===== src/rtl/systolic_skew_feeder_pkg.sv =====
// Shared definitions for the systolic skew feeder: FSM encoding, drain length and lane slicing.
`ifndef SA_PKG_SV
`define SA_PKG_SV

`define SA_LANE(idx, dw) ((idx)*(dw)) +: (dw)

package sa_pkg;

  typedef enum logic [2:0] {
    ST_IDLE  = 3'd0,
    ST_CLEAR = 3'd1,
    ST_FEED  = 3'd2,
    ST_DRAIN = 3'd3,
    ST_DONE  = 3'd4
  } sa_state_e;

  // Zero-fill length after the last beat: enough for the slowest lane to cross the whole grid.
  function automatic int drain_cycles(input int n);
    return 32'sd2 * n;
  endfunction

endpackage

`endif


===== src/rtl/systolic_skew_feeder_skew_line.sv =====
// Fixed-depth shift register; one lane of the diagonal skew, shifting every cycle.
module skew_line #(
  parameter int DEPTH      = 1,
  parameter int DATA_WIDTH = 8
) (
  input  logic                  clk,
  input  logic                  reset_n,
  input  logic [DATA_WIDTH-1:0] i_push,
  output logic [DATA_WIDTH-1:0] o_tap
);

  logic [DATA_WIDTH-1:0] r_stage [DEPTH];

  // Shift chain: stage 0 takes the pushed value, the last stage drives the tap.
  always_ff @(posedge clk or negedge reset_n) begin
    if (!reset_n) begin
      for (int s = 0; s < DEPTH; s++) begin
        r_stage[s] <= {DATA_WIDTH{1'b0}};
      end
    end else begin
      r_stage[0] <= i_push;
      for (int s = 1; s < DEPTH; s++) begin
        r_stage[s] <= r_stage[s-1];
      end
    end
  end

  assign o_tap = r_stage[DEPTH-1];

endmodule


===== src/rtl/systolic_skew_feeder.sv =====
// Input-staging stage for an NxN MAC grid: job sequencing FSM, bubble insertion and per-lane skew.
module systolic_skew_feeder
  import sa_pkg::*;
#(
  parameter int N          = 4,
  parameter int DATA_WIDTH = 8
) (
  input  logic                    clk,
  input  logic                    reset_n,
  input  logic                    in_valid,
  output logic                    in_ready,
  input  logic [N*DATA_WIDTH-1:0] in_a,
  input  logic [N*DATA_WIDTH-1:0] in_b,
  input  logic                    in_last,
  output logic [N*DATA_WIDTH-1:0] row_out,
  output logic [N*DATA_WIDTH-1:0] col_out,
  output logic                    array_clear,
  output logic                    busy,
  output logic                    done
);

  localparam int W     = N * DATA_WIDTH;
  localparam int DRAIN = drain_cycles(N);
  localparam int CW    = $clog2(DRAIN + 1);
  localparam logic [CW-1:0] DRAIN_LAST = CW'(DRAIN - 1);

  sa_state_e       r_state;
  sa_state_e       w_state_nxt;
  logic [CW-1:0]   r_drain_cnt;
  logic [CW-1:0]   w_drain_cnt_nxt;
  logic            r_in_ready;
  logic            r_busy;
  logic            r_array_clear;
  logic            r_done;
  logic            w_xfer;
  logic [W-1:0]    w_push_a;
  logic [W-1:0]    w_push_b;

  // r_in_ready mirrors (state == FEED), so the handshake never depends combinationally on in_valid.
  assign w_xfer = r_in_ready & in_valid;

  // Next-state and drain counter.
  always_comb begin
    w_state_nxt     = r_state;
    w_drain_cnt_nxt = r_drain_cnt;
    case (r_state)
      ST_IDLE: begin
        if (in_valid) begin
          w_state_nxt = ST_CLEAR;
        end else begin
          w_state_nxt = ST_IDLE;
        end
      end
      ST_CLEAR: w_state_nxt = ST_FEED;
      ST_FEED: begin
        if (w_xfer && in_last) begin
          w_state_nxt     = ST_DRAIN;
          w_drain_cnt_nxt = {CW{1'b0}};
        end else begin
          w_state_nxt = ST_FEED;
        end
      end
      ST_DRAIN: begin
        if (r_drain_cnt == DRAIN_LAST) begin
          w_state_nxt     = ST_DONE;
          w_drain_cnt_nxt = {CW{1'b0}};
        end else begin
          w_drain_cnt_nxt = r_drain_cnt + {{(CW-1){1'b0}}, 1'b1};
        end
      end
      ST_DONE: w_state_nxt = ST_IDLE;
      default: begin
        w_state_nxt     = ST_IDLE;
        w_drain_cnt_nxt = {CW{1'b0}};
      end
    endcase
  end

  // Anything other than an accepted beat enters the skew lines as a zero bubble.
  always_comb begin
    if (w_xfer) begin
      w_push_a = in_a;
      w_push_b = in_b;
    end else begin
      w_push_a = {W{1'b0}};
      w_push_b = {W{1'b0}};
    end
  end

  // State register and flag outputs registered from the next state.
  always_ff @(posedge clk or negedge reset_n) begin
    if (!reset_n) begin
      r_state       <= ST_IDLE;
      r_drain_cnt   <= {CW{1'b0}};
      r_in_ready    <= 1'b0;
      r_busy        <= 1'b0;
      r_array_clear <= 1'b0;
      r_done        <= 1'b0;
    end else begin
      r_state       <= w_state_nxt;
      r_drain_cnt   <= w_drain_cnt_nxt;
      r_in_ready    <= (w_state_nxt == ST_FEED);
      r_busy        <= (w_state_nxt != ST_IDLE);
      r_array_clear <= (w_state_nxt == ST_CLEAR);
      r_done        <= (w_state_nxt == ST_DONE);
    end
  end

  assign in_ready    = r_in_ready;
  assign busy        = r_busy;
  assign array_clear = r_array_clear;
  assign done        = r_done;

  for (genvar g = 0; g < N; g++) begin : g_lane
    skew_line #(.DEPTH(g + 1), .DATA_WIDTH(DATA_WIDTH)) u_skew_a (
      .clk     (clk),
      .reset_n (reset_n),
      .i_push  (w_push_a[`SA_LANE(g, DATA_WIDTH)]),
      .o_tap   (row_out[`SA_LANE(g, DATA_WIDTH)])
    );
    skew_line #(.DEPTH(g + 1), .DATA_WIDTH(DATA_WIDTH)) u_skew_b (
      .clk     (clk),
      .reset_n (reset_n),
      .i_push  (w_push_b[`SA_LANE(g, DATA_WIDTH)]),
      .o_tap   (col_out[`SA_LANE(g, DATA_WIDTH)])
    );
  end

endmodule


===== config.mk =====
export PLATFORM = sky130hd
export DESIGN_NAME = systolic_skew_feeder
export DESIGN_NICKNAME = d
export VERILOG_FILES = /design/src/rtl/systolic_skew_feeder_pkg.sv /design/src/rtl/systolic_skew_feeder_skew_line.sv /design/src/rtl/systolic_skew_feeder.sv
export SDC_FILE = /design/constraint.sdc
export NUM_CORES = 1
export LEC_CHECK = 0
export CAP_MARGIN = 20
export CORE_MARGIN = 4
export CORE_UTILIZATION = 35
export CTS_CLUSTER_DIAMETER = 120
export CTS_CLUSTER_SIZE = 10
export DETAILED_ROUTE_END_ITERATION = 16
export GPL_TIMING_DRIVEN = 0
export PLACE_DENSITY = 0.66
export SETUP_SLACK_MARGIN = 0.5
export SLEW_MARGIN = 20
export SYNTH_ARGS = -nofsm -noshare
export SYNTH_HDL_FRONTEND = slang
export SYNTH_HIERARCHICAL = 1
export SYNTH_SLANG_ARGS = --single-unit

===== constraint.sdc =====
create_clock -name clk -period 1.6 [get_ports clk]
set_input_delay 0.16 -clock clk [delete_from_list [all_inputs] [get_ports clk]]
set_output_delay 0.16 -clock clk [all_outputs]
set_load 0.01 [all_outputs]

==> reports/qor.yml <==
pwr:
  internal_power_uw: 8840
  switching_share: 0.255
  clockPowerShare: 0.329
  ir_worst_vdd_mv: 0.641
  power.density_mw_per_mm2: 1500
  p_leak_uw: 0.00412
  comb_power_share: 0.222
  p_sw_uw: 3020
  power_uw: 11900
  p_seq_frac: 0.449
grt:
  grt_pass1_wl_microns: 16200
  grt_use_total: 0.120
  gr-total-overflow: 0
  antenna_found_initial: 0
  grt_max_degree: 107
  grt_pass1_vias: 3205
setup_path:
  worst_r2r_path_depth: 4
  critPathLaunchType: "flip-flop"
  crit_top_cell: "buf_6"
  r2r_start: "in_ready"
  cp_slowest_cell: "dfrtp_1"
  cp.arrival_ns: 1.03
  worstPathMaxFanout: 1
  cp_data_required_time_ns: 1.44
  r2r-end: "r_drain_cnt[1]"
  cp-startpoint: "g_lane[2].u_skew_a/o_tap[0]"
  worst_setup_path_end_kind: "output port"
  crit_type: "reg -> out"
  max_stage_delay_ns: 0.39
  cp-endpoint: "row_out[16]"
  r2r_setup_slack_ns: 0.42
  crit_chain: "buf_6, buf_6"
status:
  violations: "negative hold slack"
  outcome: "finished with violations"
clock_tree:
  clk_pin_slew_ns: 0.06
  clk_latency_ns: 0.42
  cts_buffers: 17
  cts.sinks: 171
  cts-root-buf: "clkbuf_16"
  clockBufferDepth: 2
  h-tree-depth: 4
  cts_tree: "built"
placed_design:
  dpl_worst_slack_ns: 0.0571
  placed_cells: 658
  gp_congestion: 0.745
  dp_hpwl_microns: 6570
  portBuffers: 135
die:
  dieArea_sq_mm: 0.0174
  rows: 45
  initial_core_util: 0.355
  die_w_microns: 132
  fp.dieH_microns: 132
  ios: 136
  placeableCoreArea_sq_mm: 0.0151
layout:
  diodes: 0
  final_common_cell: "dfrtp_1"
  fin_nets: 565
  areaGrowthSynthToFinish_pct: 47.0
  instances_no_fill: 697
  final_cell_mix: "171 x dfrtp_1, 111 x buf_6, 66 x clkdlybuf4s50_1"
  drive_gt1_frac: 0.363
  post-route-util: 0.522
sta:
  slew_violations: 0
  tightest_slew_ns: 0.498
  min_period_ns: 1.19
  finalCritPeriodShare: 0.743
  max_slew_margin: 0.668
  fin_worst_skew_ns: 0.00716
  fin_ws_ns: 0.411
  hold_viol_final: 65
  setup_viol: 0
  fmax_mhz: 841
  rsz0062_at_grt: "yes"
  tns_ns: 0
  hold_slack_ns: -0.330
detailed_routing:
  wl_per_cell_microns: 14.2
  wirelength_microns: 9930
  drtIter0Drc: 165
  first_pass_iters: 5
  avgViaCountPerCell: 4.33
  vias: 3015
  drc: 0
  ant_nets: 0
synthesis:
  synth_top_flop_cell: "dfrtp_1"
  synth_top_area_cell: "dfrtp_1"
  ys_top_cells_by_area: "dfrtp_1 80%, and3_1 7.4%, buf_4 7.1%, buf_2 0.65%, clkbuf_2 0.47%"
  synth_top_area_share: 0.796
  syn_avg_cell_area_sq_um: 16.1
  synth_edf_count: 0
  async_flop_share: 1.00
  synth.ff_latch_count: 171
  synth_area_sq_mm: 0.00538
  synth_seq_area_share: 0.796
  netlist_instances: 334
  syn_nets: 403
  yosysWarnings: 6
  synth_cell_type_count: 32
min_path:
  hold_class: "in -> async"
flow_run:
  drv_cap: 0
-- what timing repair did --
| action | 4_1_cts | 5_1_grt |
|---|---|---|
| hold endpoints to repair | 65 | 65 |
| setup buffers | 5 | 2 |
| setup endpoints to repair | 134 | 90 |
| gates resized for setup | 378 | 26 |
| pin swaps | 3 | 6 |
-- stage by stage --
| stage | instance area (sq um) | hold WS (ns) |
|---|---|---|
| after global placement | 6970 | 0.331 |
| after CTS | 7760 | -0.326 |
| after floorplan | 5380 | -0.136 |
| after detailed placement | 7000 | 0.132 |
| final | 7910 | -0.330 |
| after global routing | 7910 | -0.315 |
-- cell families (layout without fill, tap and decap cells) --
family	after synthesis	count (layout)	share of synthesized area
AO/OA/AOI/OAI	13	13	0.0188
XOR/XNOR	2	2	0.00326
flip-flops	171	171	0.796
AND/OR/NAND/NOR	77	77	0.0886
multiplexers	2	2	0.00396
buffers and inverters	68	243	0.0872
adder cells (fa/ha/maj)	1	1	0.00233
-- power by group through the flow --
stage          clock [uW]  sequential [uW]  combinational (uW)
2_1_floorplan           0             5330                1130
3_3_place_gp            0             5330                2150
3_5_place_dp            0             5360                2220
4_1_cts              4010             5310                2460
5_1_grt              4200             5410                2860
6_report             3900             5330                2640
-- registers in the layout, indices dropped and copies added, names as in the netlist --
signal                   count
g_lane.u_skew_b/o_tap       32
array_clear                  1
in_ready                     1
r_drain_cnt                  4
g_lane.u_skew_b/r_stage     48
done                         1
g_lane.u_skew_a/r_stage     48
r_state                      3
g_lane.u_skew_a/o_tap       32
busy                         1
-- Yosys cell counts, drive strengths merged (2+ instances only) --
cell,number
nand3,2
dfrtp,171
o21ai,4
nor2b,3
nand2,3
and3,64
buf,59
clkbuf,6
a31oi,2
a21oi,2
inv,3
-- how the worst min path moves through the flow --
| stage | cells after the start | startpoint | endpoint |
|---|---|---|---|
| global route | 1 | reset_n | g_lane[0].u_skew_b/o_tap[2] |
| finish | 1 | reset_n | g_lane[0].u_skew_b/o_tap[2] |
| CTS | 1 | reset_n | g_lane[0].u_skew_b/o_tap[2] |
| detailed placement | 1 | reset_n | g_lane[0].u_skew_b/o_tap[2] |
| floorplan | 0 | reset_n | array_clear |
| global placement | 0 | g_lane[2].u_skew_a/r_stage[14] | g_lane[2].u_skew_a/o_tap[6] |
-- area by class of cell --
| class | count | area (sq um) |
|---|---|---|
| repair buffers | 143 | 1460 |
| fillers | 1263 | 7240 |
| inverters | 3 | 11.3 |
| clock inverters | 11 | 110 |
| plain buffers | 65 | 666 |
| flip-flops and latches | 171 | 4280 |
| well taps | 188 | 235 |
| multi-input cells | 95 | 687 |
| clock buffers | 21 | 460 |
-- per-layer routing --
| metal | wire length (microns) | vias up | track usage |
|---|---|---|---|
| met5 | 0 | - | 0 |
| met4 | 190 | 0 | 0.0543 |
| met3 | 565 | 22 | 0.0504 |
| met2 | 5360 | 105 | 0.201 |
| met1 | 3820 | 1517 | 0.133 |
| li1 | - | 1371 | - |
-- worst max-delay path: cells and delay by family (launching register included) --
kind	cells	cell delay [ns]
buf+inv	2	0.23
flops	1	0.39
Power figures use the tool's default switching activity.
